==> config.mk <==
export PLATFORM = sky130hd
export DESIGN_NAME = demod_frame_sched
export DESIGN_NICKNAME = d
export VERILOG_FILES = /design/src/rtl/demod_frame_sched.sv
export SDC_FILE = /design/constraint.sdc
export NUM_CORES = 1
export LEC_CHECK = 0
export BUFFER_PORTS_ARGS = -buffer_cell sky130_fd_sc_hd__buf_2
export CORE_MARGIN = 2
export CORE_UTILIZATION = 60
export CTS_CLUSTER_DIAMETER = 80
export CTS_CLUSTER_SIZE = 12
export DETAILED_ROUTE_END_ITERATION = 8
export HOLD_SLACK_MARGIN = 0.12
export PLACE_DENSITY_LB_ADDON = 0.12
export RECOVER_POWER = 100
export SYNTH_ARGS = -nofsm -noshare
export SYNTH_HDL_FRONTEND = slang
export SYNTH_SLANG_ARGS = --single-unit
==> constraint.sdc <==
create_clock -name Clk -period 10.7 [get_ports Clk]
set_clock_uncertainty 0.15 [all_clocks]
set_input_delay 2.14 -clock Clk [delete_from_list [all_inputs] [get_ports Clk]]
set_output_delay 2.14 -clock Clk [all_outputs]
set_load 0.01 [all_outputs]
==> src/rtl/demod_frame_sched.sv <==
// Frame-level controller for the DCSK demodulator: configuration latch, flush, chip gating,
// word counting with timeout, and a 2-entry {word,last} output buffer.
module demod_frame_sched #(
    parameter int unsigned WCNT_W      = 16,
    parameter int unsigned FLUSH_CYC   = 4,
    parameter int unsigned TIMEOUT_CYC = 65535
) (
    input  logic              Clk,
    input  logic              Rst,
    input  logic              Start,
    input  logic              Abort,
    input  logic [1:0]        Cfg_Sf_Sel,
    input  logic [WCNT_W-1:0] Cfg_Num_Words,
    input  logic              Chip_In,
    input  logic              Chip_Valid,
    output logic              Dem_In_Mod_Data,
    output logic              Dem_Valid,
    output logic [1:0]        Dem_Spread_Factor_Sel,
    output logic              Dem_N_Rst,
    input  logic [31:0]       Dem_Out_Data,
    input  logic              Dem_Valid_Data,
    output logic [31:0]       Out_Word,
    output logic              Out_Valid,
    input  logic              Out_Ready,
    output logic              Out_Last,
    output logic              Busy,
    output logic              Done,
    output logic              Err_Overflow,
    output logic              Err_Timeout
);

    localparam int unsigned TO_W = $clog2(TIMEOUT_CYC + 1);
    localparam int unsigned FL_W = (FLUSH_CYC > 1) ? $clog2(FLUSH_CYC) : 1;
    localparam logic [TO_W-1:0] TO_LIM  = TO_W'(TIMEOUT_CYC);
    localparam logic [FL_W-1:0] FL_LAST = FL_W'(FLUSH_CYC - 1);

    typedef enum logic [1:0] {
        S_IDLE,
        S_FLUSH,
        S_RUN,
        S_DRAIN
    } state_t;

    state_t            state_q, state_d;
    logic [1:0]        sf_q, sf_d;
    logic [WCNT_W-1:0] target_q, target_d;
    logic [WCNT_W-1:0] wcnt_q, wcnt_d;
    logic [WCNT_W-1:0] wcnt_inc;
    logic [TO_W-1:0]   tcnt_q, tcnt_d;
    logic [TO_W-1:0]   tcnt_inc;
    logic [FL_W-1:0]   fcnt_q, fcnt_d;
    logic              nrst_q, nrst_d;
    logic              done_q, done_d;
    logic              err_ovf_q, err_ovf_d;
    logic              err_to_q, err_to_d;

    logic [31:0]       mem_word_q [2];
    logic              mem_last_q [2];
    logic              rd_ptr_q, rd_ptr_d;
    logic              wr_ptr_q, wr_ptr_d;
    logic [1:0]        cnt_q, cnt_d;

    logic              pop;
    logic              push_req;
    logic              push_last;
    logic              push_ok;
    logic              flush_fifo;

    assign wcnt_inc = wcnt_q + WCNT_W'(1);
    assign tcnt_inc = tcnt_q + TO_W'(1);
    assign pop      = (cnt_q != 2'd0) && Out_Ready;

    always_comb begin
        state_d    = state_q;
        sf_d       = sf_q;
        target_d   = target_q;
        wcnt_d     = wcnt_q;
        tcnt_d     = tcnt_q;
        fcnt_d     = fcnt_q;
        done_d     = 1'b0;
        err_ovf_d  = err_ovf_q;
        err_to_d   = err_to_q;
        push_req   = 1'b0;
        push_last  = 1'b0;
        flush_fifo = 1'b0;

        case (state_q)
            S_IDLE: begin
                if (Start && !Abort && (Cfg_Num_Words != '0)) begin
                    state_d   = S_FLUSH;
                    sf_d      = Cfg_Sf_Sel;
                    target_d  = Cfg_Num_Words;
                    wcnt_d    = '0;
                    fcnt_d    = '0;
                    err_ovf_d = 1'b0;
                    err_to_d  = 1'b0;
                end
            end
            S_FLUSH: begin
                if (fcnt_q == FL_LAST) begin
                    state_d = S_RUN;
                    tcnt_d  = '0;
                end else begin
                    fcnt_d = fcnt_q + FL_W'(1);
                end
            end
            S_RUN: begin
                if (Dem_Valid_Data) begin
                    push_req  = 1'b1;
                    push_last = (wcnt_inc == target_q);
                    tcnt_d    = '0;
                    if (wcnt_q != target_q)
                        wcnt_d = wcnt_inc;
                    if (push_last)
                        state_d = S_DRAIN;
                end else begin
                    tcnt_d = tcnt_inc;
                    if (tcnt_inc == TO_LIM) begin
                        err_to_d = 1'b1;
                        state_d  = S_DRAIN;
                    end
                end
            end
            S_DRAIN: begin
                if (cnt_q == 2'd0) begin
                    state_d = S_IDLE;
                    done_d  = 1'b1;
                end
            end
            default: state_d = S_IDLE;
        endcase

        // Abort overrides everything above, including a push in the same cycle.
        if (Abort && (state_q != S_IDLE)) begin
            state_d    = S_IDLE;
            done_d     = 1'b0;
            push_req   = 1'b0;
            flush_fifo = 1'b1;
        end

        push_ok = push_req && ((cnt_q != 2'd2) || pop);
        if (push_req && !push_ok)
            err_ovf_d = 1'b1;

        rd_ptr_d = rd_ptr_q ^ pop;
        wr_ptr_d = wr_ptr_q ^ push_ok;
        case ({push_ok, pop})
            2'b10:   cnt_d = cnt_q + 2'd1;
            2'b01:   cnt_d = cnt_q - 2'd1;
            default: cnt_d = cnt_q;
        endcase
        if (flush_fifo) begin
            rd_ptr_d = 1'b0;
            wr_ptr_d = 1'b0;
            cnt_d    = 2'd0;
        end

        nrst_d = (state_d != S_FLUSH);
    end

    always_ff @(posedge Clk or posedge Rst) begin
        if (Rst) begin
            state_q   <= S_IDLE;
            sf_q      <= '0;
            target_q  <= '0;
            wcnt_q    <= '0;
            tcnt_q    <= '0;
            fcnt_q    <= '0;
            nrst_q    <= 1'b0;
            done_q    <= 1'b0;
            err_ovf_q <= 1'b0;
            err_to_q  <= 1'b0;
            rd_ptr_q  <= 1'b0;
            wr_ptr_q  <= 1'b0;
            cnt_q     <= 2'd0;
        end else begin
            state_q   <= state_d;
            sf_q      <= sf_d;
            target_q  <= target_d;
            wcnt_q    <= wcnt_d;
            tcnt_q    <= tcnt_d;
            fcnt_q    <= fcnt_d;
            nrst_q    <= nrst_d;
            done_q    <= done_d;
            err_ovf_q <= err_ovf_d;
            err_to_q  <= err_to_d;
            rd_ptr_q  <= rd_ptr_d;
            wr_ptr_q  <= wr_ptr_d;
            cnt_q     <= cnt_d;
        end
    end

    always_ff @(posedge Clk or posedge Rst) begin
        if (Rst) begin
            for (int unsigned i = 0; i < 2; i++) begin
                mem_word_q[i] <= '0;
                mem_last_q[i] <= 1'b0;
            end
        end else if (push_ok) begin
            mem_word_q[wr_ptr_q] <= Dem_Out_Data;
            mem_last_q[wr_ptr_q] <= push_last;
        end
    end

    assign Dem_Valid             = (state_q == S_RUN) && Chip_Valid;
    assign Dem_In_Mod_Data       = (state_q == S_RUN) && Chip_In;
    assign Dem_Spread_Factor_Sel = sf_q;
    assign Dem_N_Rst             = nrst_q;
    assign Out_Valid             = (cnt_q != 2'd0);
    assign Out_Word              = mem_word_q[rd_ptr_q];
    assign Out_Last              = Out_Valid && mem_last_q[rd_ptr_q];
    assign Busy                  = (state_q != S_IDLE);
    assign Done                  = done_q;
    assign Err_Overflow          = err_ovf_q;
    assign Err_Timeout           = err_to_q;

endmodule

# == Word-level counts from Yosys, hierarchy flattened ==
# Cells that the tools add are included.
# Widths: inputs -> output; s select.
# classes
n_addsub,5
n_lt_le_gt_ge,3
n_eq_ne,18
mux,49
bitwise,4
n_reduce_logical,30
# ops
op,n
$mux 32,4
$mux 16,5
$bwmux 64,1
$pmux 16 s2,2
$add 16x1->16 const B,2
$demux 32 s1,1
$mux 1,20
$mux 2,10
$eq 16x16->1,1
$eq 16x16->1 const B,1
$ne 16x16->1,1
$ne 2x2->1 const B,8
$reduce_bool 16->1,1
$reduce_bool 2->1,7
$logic_and 1x1->1,10
$eq 2x2->1 const B,4
$pmux 2 s2,2
$pmux 2 s4,1
$reduce_and 4->1,2
$reduce_and 2->1,3
$add 2x1->2 const B,2
$eq 2x1->1 const B,2
$ge 2x2->1 const B,2
$logic_not 2->1,2
other kinds (12),15
# word_totals
regBits,128
out_inout_bits,43
word_cells,126

# == Depth between registers and ports, before layout ==
# Gate-level depths: netlist of the first run.
# logic_depth
ltp_word,8
depth_mapped,9
depth_no_buf,7

# == Worst setup path before layout of the first run ==
# Ideal clock, no wire load.
# synth_path
path_kind,input-to-output
startpoint,input Chip_In
endpoint,output Dem_In_Mod_Data
arrival_time_ns,2.286
path_slack_ns,6.124
path_stages,1
cell_sequence,and2_1
# synth_via
elab_chain_len,1
# synth_lines
item,line,source
"start, declared",14,"input logic Chip_In,"
$logic_and 1x1->1,206,assign Dem_In_Mod_Data = (state_q == S_RUN) && Chip_In;
"end, declared",16,"output logic Dem_In_Mod_Data,"
# No other way between the ends.

# == Worst setup path in the final report of the first run ==
# layout_path
startpoint,register rd_ptr_q
endpoint,output Out_Word[16]
# layout_via
elab_chain_len,4
# layout_lines
item,line,source
"start, declared",59,"logic rd_ptr_q, rd_ptr_d;"
"start signal, assigned",187,rd_ptr_q <= rd_ptr_d;
$not 1->2 (implied by the code),210,assign Out_Word = mem_word_q[rd_ptr_q];
$mux 32 (implied by the code) (3 in a row),210,
"end, declared",22,"output logic [31:0] Out_Word,"
# No other way between the ends. The select of a mux whose other input is x is not followed.

==> impl_metrics.toml, run 1 <==
[sta]
maxSlewHeadroom_pct = -72.0
final.setup.worst_slack_ps = 5470
tns_ps = 0
fin_crit_sh_pct = 48.8
finalCriticalPeriod_ps = 5230
finalMaxSlewViolations = 130
rsz0062_at_grt = "no"
timing.fmax_mhz = 191
final-hold-violation-count = 0
setup-violations-final = 0
worst_pin_slew_ps = 2570

[cells_and_area]
seqCellArea_um2 = 3200
syn_to_final_growth_pct = 15.0
antenna_cells = 0
design_area_um2 = 7750
fin_cells = 887
drive_gt1_share_pct = 25.6
multi_input_area_um2 = 3290
nets = 798
fillers = 826

[critical_path]
regToRegStartpoint = "state_q[0]"
cp_top_family = "buffers and inverters"
endpoint_kind = "output port"
worstPathCellList = "clkbuf_1 > mux2_2 > clkbuf_1"
crit_top_cell = "clkbuf_1"
cp_data_arrival_time_ps = 2940
worstSetupStartpoint = "rd_ptr_q"
critPathMaxStageDelay_ps = 1460
start_kind = "flip-flop"
slowest_stage = "clkbuf_1"
critPathKind = "flip-flop to output port"
cp_max_fo = 34
cp.buffers_inverters = 2
worstPathRequired_ps = 8410

[global_routing]
grt_usage_pct = 27.9
antenna_found_initial = 0
grt_first_pass_wirelength_mm = 25.6
grt_max_degree = 70
overflow = 0
grt_pass1_vias = 5245

[yosys]
synth.net_count = 719
synth.most_common_cell = "dfrtp_1"
synth_top_family_by_area = "multiplexers"
synthArstFlopShare_pct = 100
yosys-top-cells-area = "dfrtp_1, mux2_2, nand2_1"
synthXorXnorAreaFrac_pct = 4.03
synth_edf_count = 0
synthTopCellsByCount = "dfrtp_1, mux2_2, nand2_1"
synthCells = 655
synth_area_um2 = 6740
synth_top_cell_by_area = "dfrtp_1"
synth_adder_area_share_pct = 1.11
synth_top_area_share_pct = 47.6
synth_area_per_cell_um2 = 10.3
synth_cell_type_count = 62
postSynthRegisterBits = 128
yosysSeqAreaShare_pct = 47.6
synth_warnings = 0
synth_compound_area_share_pct = 9.92
synthSimpleGateAreaFrac_pct = 16.9
muxShareOfSynthArea_pct = 17.1
synth_flop_cell = "dfrtp_1"

[pwr]
p_total_mw = 1.51
powerDensity_nw_per_um2 = 195
p_leak_nw = 3.56
ir_drop_uv = 147

[drt]
routedWlPerCell_um = 17.7
wirelength_mm = 15.7
ant_nets = 0
dr.pass1.iters = 5
vias = 5288
initialDrtViolationCount = 372
detail_route.vias_per_cell = 5.96
drc_errors = 0

[clock_network]
root_buffer = "clkbuf_8"
cts_setup_buffers = 0
cts_sinks = 128
clock_path_buffers = 2
clk_pin_slew_ps = 60
tritoncts = "done"
htreeDepth = 4
numCtsBuffers = 17
cts_hold_buf = 0
clk_latency_ps = 530
postCtsResizedCells = 0

[floorplanning]
dieWidth_um = 110
initial_core_util_pct = 61.9
io_pins = 101
core_um2 = 10900
dieArea_um2 = 12100
rows = 38
die_h_um = 110

[outcome]
status = "finished with violations"
violations = "max-capacitance violations, max-slew violations"

[job]
maxCapViolCount = 3

[place]
place_hpwl_mm = 10.7
globalplace.congestion = 0.918
placed_cell_area_um2 = 7260
dp_slack_ps = 5360
dp_cells = 855
io_buffer_count = 100

[hold_path]
hold_start = "Dem_Spread_Factor_Sel[1]"
hold_path.class = "flip-flop to flip-flop"
-- registers in the layout, indices dropped and copies added (netlist names) --
name	cells
Dem_N_Rst	1
Dem_Spread_Factor_Sel	2
Done	1
Err_Overflow	1
Err_Timeout	1
cnt_q	2
fcnt_q	2
mem_last_q	2
mem_word_q	64
rd_ptr_q	1
state_q	2
target_q	16
tcnt_q	16
wcnt_q	16
wr_ptr_q	1
-- cells in the final DEF, fill, tap and decap left out, drive strengths merged, types with 2 or more instances in the layout --
master,count
dfrtp,128
mux2,99
nand2,87
clkbuf,75
buf,57
o21ai,49
nor2,38
xnor2,20
nand3,19
nor4,14
nand4,14
a21oi,13
inv,12
xor2,11
nand2b,8
nor3,8
a22o,7
and2,7
o31ai,6
a31oi,6
ha,6
or3,5
and3,5
nor2b,4
or4,4
or2,4
o211ai,3
a211oi,3
nand3b,3
mux2i,3
a41oi,2
o2111ai,2
o41ai,2
a311oi,2
o22ai,2
clkinv,2
nor3b,2
clkinvlp,2
-- routing by layer --
| layer | vias to the layer above | global-route usage (%) | share of wire [%] |
|---|---|---|---|
| met5 | - | 0 | 0 |
| met4 | 0 | 9.49 | 1.9 |
| met3 | 27 | 7.35 | 6.4 |
| met2 | 175 | 44.7 | 49 |
| met1 | 2603 | 36.9 | 43 |
| li1 | 2483 | - | - |
-- worst paths after layout --
check,to,slack [ps],depth (start not counted)
worst max-delay path,Out_Word[16],5470,3
worst min-delay path,Dem_Spread_Factor_Sel[1],330,2
worst max register to register,mem_word_q[17],6980,6
worst min register to register,Dem_Spread_Factor_Sel[1],330,2
max in group asynchronous,tcnt_q[10],6430,3
min in group asynchronous,target_q[4],2170,2
-- final cells by class --
cell class / instances / area share, %
clock inverters: 4 / 0.614
repair buffers: 104 / 5.99
flip-flops and latches: 128 / 41.3
inverters: 13 / 0.646
clock buffers: 28 / 6.65
multi-input cells: 470 / 42.5
well taps: 140 / 2.26
-- logic make-up after synthesis --
family / Yosys count
and+or+nand+nor: 225
DFF: 128
AOI/OAI and AO/OA: 106
muxes: 102
buffers and inverters: 57
xor gates and xnor gates: 31
adders and majority gates: 6
-- power by group --
| part | switching [mW] | internal, mW |
|---|---|---|
| clock | 0.200 | 0.345 |
| sequential | 0.0696 | 0.570 |
| combinational | 0.171 | 0.159 |
| total | 0.441 | 1.07 |
-- stage by stage --
stage	hold slack [ps]	utilization (%)
global placement	310	66.7
global route	367	71.2
CTS	327	71.9
floorplan	316	-
detailed placement	312	66.7
finish	333	71.2
-- worst reg2reg max path: cells and delay by family (launching register included) --
kind                       cells  cell delay (ps)
buffers and inverters          1             1390
AOI/OAI and AO/OA              1              240
and+or+nand+nor                2              680
muxes                          1              460
adders and majority gates      1              180
DFF                            1              490
No activity file was read; power rests on OpenSTA's default activity.
==> run 2: changes to the inputs <==
- CORE_UTILIZATION: 60 -> 57
- clock period: 10.7 -> 5.5 ns (I/O delays scaled with it)
==> run 2 against run 1 <==
The run still ends with max-capacitance violations, max-slew violations left. Worst setup slack got worse by 4100 ps. Sequential share of layout area rose by 0.17 points. Sequential power increased by 94%. Via count is 1.0% lower. Power up 91%.
==> impl_metrics.toml, run 2 (synthesis gave the netlist of run 1 again) <==
[drt]
dr.pass1.iters = 5
vias = 5233
routedWlPerCell_um = 17.6
ant_nets = 0
drc_errors = 0
detail_route.vias_per_cell = 5.89
wirelength_mm = 15.6
initialDrtViolationCount = 383

[floorplanning]
initial_core_util_pct = 58.7
dieArea_um2 = 12700
io_pins = 101
rows = 39
die_h_um = 113
core_um2 = 11500
dieWidth_um = 113

[global_routing]
antenna_found_initial = 0
overflow = 0
grt_first_pass_wirelength_mm = 26.0
grt_pass1_vias = 5386
grt_max_degree = 49
grt_usage_pct = 25.9

[sta]
fin_crit_sh_pct = 75.8
maxSlewHeadroom_pct = -38.0
timing.fmax_mhz = 240
final-hold-violation-count = 0
finalCriticalPeriod_ps = 4170
setup-violations-final = 0
rsz0062_at_grt = "no"
tns_ps = 0
finalMaxSlewViolations = 177
worst_pin_slew_ps = 2070

[critical_path]
start_kind = "primary input"
rrSetupSlack_ps = 1730
worstPathRequired_ps = 5630
cp_max_fo = 25
ff2ff_path_depth = 6
critPathKind = "primary input to flip-flop"
regToRegStartpoint = "state_q[1]"
cp_data_arrival_time_ps = 4300
reg2reg_to = "mem_word_q[13]"
endpoint_kind = "flip-flop"

[cells_and_area]
syn_to_final_growth_pct = 14.6
antenna_cells = 0
layout_common_cells = "dfrtp_1, mux2_2, nand2_1, buf_2, clkbuf_1"
fillers = 901
fin_cells = 889
drive_gt1_share_pct = 25.6
largest_reg_flops = 64
utilization_pct = 67.3
largest_register = "mem_word_q"
nets = 799
layout_commonest_cell = "dfrtp_1"

[pwr]
p_leak_nw = 3.55
ir_drop_uv = 367
p_total_mw = 2.89
powerDensity_nw_per_um2 = 375

[outcome]
violations = "max-capacitance violations, max-slew violations"
status = "finished with violations"

[place]
place_hpwl_mm = 10.8
globalplace.congestion = 0.925
dp_cells = 859
io_buffer_count = 100

[job]
maxCapViolCount = 5

[clock_network]
cts_hold_buf = 0
clock_path_buffers = 2
clk_latency_ps = 410
cts_sinks = 128
root_buffer = "clkbuf_16"
postCtsResizedCells = 0
htreeDepth = 4
cts_setup_buffers = 0
clk_pin_slew_ps = 60
numCtsBuffers = 17
tritoncts = "done"

[hold_path]
holdPathEnd = "Err_Timeout"
hold_path.class = "flip-flop to flip-flop"
hold_start = "Err_Timeout"
min_path_cells = 2
run 2: cell count changes in the layout (fill, tap and decap cells not counted), sizes merged:
cell      delta
buf          -1
bufinv       -1
clkbuf       -2
clkinv       +4
clkinvlp     -1
run 2: final cells by class:
type / count / area [µm²] / share of cell area [%]
multi-input combinational: 470 / 3290 / 42.7
inverter: 13 / 50.0 / 0.649
sequential: 128 / 3200 / 41.5
timing repair buffer: 105 / 467 / 6.05
tap: 143 / 179 / 2.32
clock inverter: 6 / 33.8 / 0.438
clock buffer: 24 / 492 / 6.37
run 2: metrics by stage:
step / hold WS (ps) / setup WS, ps / cell area (µm²)
6_report: 320 / 1330 / 7720
3_3_place_gp: 304 / 1310 / 7270
4_1_cts: 318 / 1510 / 7800
5_1_grt: 348 / 830 / 7720
3_5_place_dp: 306 / 1100 / 7270
2_1_floorplan: 316 / 837 / 6740
run 2: where the power goes:
part / leakage [nW] / switching, mW / internal, mW
sequential: 1.73 / 0.133 / 1.11
combinational: 1.56 / 0.335 / 0.310
clock: 0.265 / 0.393 / 0.615
total: 3.55 / 0.860 / 2.03
run 2: worst max-delay path, cell delays in order:
cell and delay [ps]:
clkbuf_1 100, nor4_1 700, a41oi_1 460, nand2_1 620, a22o_1 760, or2_0 410, o21ai_0 150
run 2: per-layer routing:
| metal | track usage [%] | vias to the layer above | wire length (µm) | share of wire (%) |
|---|---|---|---|---|
| li1 | - | 2486 | - | - |
| met1 | 33.0 | 2540 | 6620 | 42 |
| met2 | 42.9 | 174 | 7640 | 49 |
| met3 | 7.07 | 33 | 1060 | 6.8 |
| met4 | 8.86 | 0 | 323 | 2.1 |
| met5 | 0 | - | 0 | 0 |
run 2: worst max path at each step:
stage,startpoint,end,slack [ps],cells after the start
finish,Cfg_Num_Words[11],wcnt_q[9],1330,7
global placement,Cfg_Num_Words[11],wcnt_q[0],1310,7
detailed placement,Cfg_Num_Words[11],wcnt_q[0],1100,7
floorplan,Rst,Dem_N_Rst,840,1
CTS,Cfg_Num_Words[11],wcnt_q[0],1510,7
global route,Cfg_Num_Words[11],wcnt_q[15],830,7
==> run 3: changes to the inputs <==
- CORE_UTILIZATION: 57 -> 52
- clock period: 5.5 -> 3.7 ns (I/O delays scaled with it)
==> run 3 against run 2 <==
The run still ends with max-capacitance violations, max-slew violations left. Worst hold slack improved by 8.7 ps. Register-to-register slack got worse by 1200 ps. Global-route usage fell by 1.6 points. First-iteration DRC count fell by 16%.
==> impl_metrics.toml, run 3 (synthesis gave the netlist of run 1 again) <==
[outcome]
status = "finished with violations"
violations = "max-capacitance violations, max-slew violations"

[pwr]
ir_drop_uv = 407
p_leak_nw = 3.64
powerDensity_nw_per_um2 = 576

[hold_path]
hold_path.class = "flip-flop to flip-flop"

[cells_and_area]
largest_reg_flops = 64
syn_to_final_growth_pct = 17.3
nets = 807
layout_common_cells = "dfrtp_1, mux2_2, nand2_1, buf_2, o21ai_0"
largest_register = "mem_word_q"
fillers = 1086
antenna_cells = 0
fin_cells = 927
drive_gt1_share_pct = 27.5
design_area_um2 = 7900
layout_commonest_cell = "dfrtp_1"

[floorplanning]
die_h_um = 118
io_pins = 101
core_um2 = 12600
initial_core_util_pct = 53.4
dieArea_um2 = 13900
dieWidth_um = 118
rows = 41

[clock_network]
numCtsBuffers = 17
clk_latency_ps = 420
cts_setup_buffers = 0
postCtsResizedCells = 0
cts_sinks = 128
root_buffer = "clkbuf_16"
cts_hold_buf = 0
htreeDepth = 4
clk_pin_slew_ps = 60
tritoncts = "done"
clock_path_buffers = 2

[critical_path]
slowest_stage = "clkbuf_2"
cp_data_arrival_time_ps = 3310
worstPathCellList = "nand3b_1 > or2_2 > a21oi_1 > ha_1 > clkbuf_2 > mux2_2"
critPathKind = "flip-flop to flip-flop"
worstPathRequired_ps = 3850
cp_max_fo = 27
cp.buffers_inverters = 1
cp_top_family = "simple AND/OR/NAND/NOR gates"
critPathMaxStageDelay_ps = 670
start_kind = "flip-flop"
endpoint_kind = "flip-flop"

[global_routing]
overflow = 0
grt_usage_pct = 24.2
antenna_found_initial = 0
grt_pass1_vias = 5202
grt_first_pass_wirelength_mm = 26.7
grt_max_degree = 45

[drt]
detail_route.vias_per_cell = 5.66
initialDrtViolationCount = 321
routedWlPerCell_um = 17.3
wirelength_mm = 16.0
drc_errors = 0
dr.pass1.iters = 5
ant_nets = 0
vias = 5248

[sta]
rsz0062_at_grt = "no"
tns_ps = 0
worst_pin_slew_ps = 1960
maxSlewHeadroom_pct = -31.7
finalCriticalPeriod_ps = 3160
final-hold-violation-count = 0
fin_crit_sh_pct = 85.3
finalMaxSlewViolations = 45
timing.fmax_mhz = 317
setup-violations-final = 0

[place]
place_hpwl_mm = 11.2
io_buffer_count = 100
placed_cell_area_um2 = 7410
globalplace.congestion = 0.998
dp_cells = 896

[job]
maxCapViolCount = 1
## run 3: final cells by class
cell class / instances / area (µm²) / area share (%)
multi-input combinational: 470 / 3290 / 41.7
sequential: 128 / 3200 / 40.5
timing repair buffer: 113 / 517 / 6.54
clock buffer: 22 / 494 / 6.25
tap: 172 / 215 / 2.72
clock inverter: 9 / 129 / 1.63
inverter: 13 / 50.0 / 0.633
## run 3: per-layer routing
layer / wire length, µm / global-route usage, % / vias up
met2: 7820 / 39.6 / 165
met4: 202 / 6.85 / 0
met3: 914 / 5.67 / 20
met1: 7060 / 32.4 / 2560
li1: - / - / 2503
met5: 0 / 0 / -
## run 3: final timing paths
check / startpoint / to / slack [ps] / cells after the start
max in group asynchronous: Rst / mem_word_q[13] / 1090 / 3
min in group asynchronous: Rst / tcnt_q[4] / 680 / 2
hold reg to reg: Dem_Spread_Factor_Sel[0] / Dem_Spread_Factor_Sel[0] / 330 / 2
setup reg to reg: state_q[0] / mem_word_q[32] / 540 / 6
setup / recovery: state_q[0] / mem_word_q[32] / 540 / 6
hold / removal: Dem_Spread_Factor_Sel[0] / Dem_Spread_Factor_Sel[0] / 330 / 2
## run 3: stage by stage
step	power, mW	util, %	worst slack (ps)	hold WS, ps
floorplan	2.52	-	913	316
global placement	2.83	58.7	766	296
detailed placement	2.87	58.7	627	311
CTS	4.63	63.6	620	324
finish	4.55	62.6	543	329
global route	4.80	62.6	362	344
## run 3: power breakdown
group | internal [mW] | leakage, nW | switching [mW] | total, mW
registers | 1.65 | 1.73 | 0.196 | 1.84
logic | 0.464 | 1.61 | 0.503 | 0.967
clock network | 1.14 | 0.304 | 0.601 | 1.74
## run 3: worst min-delay path, delay by kind of cell, from the launching register on
kind,cells,cell delay (ps)
simple gates,2,110
flops,1,340
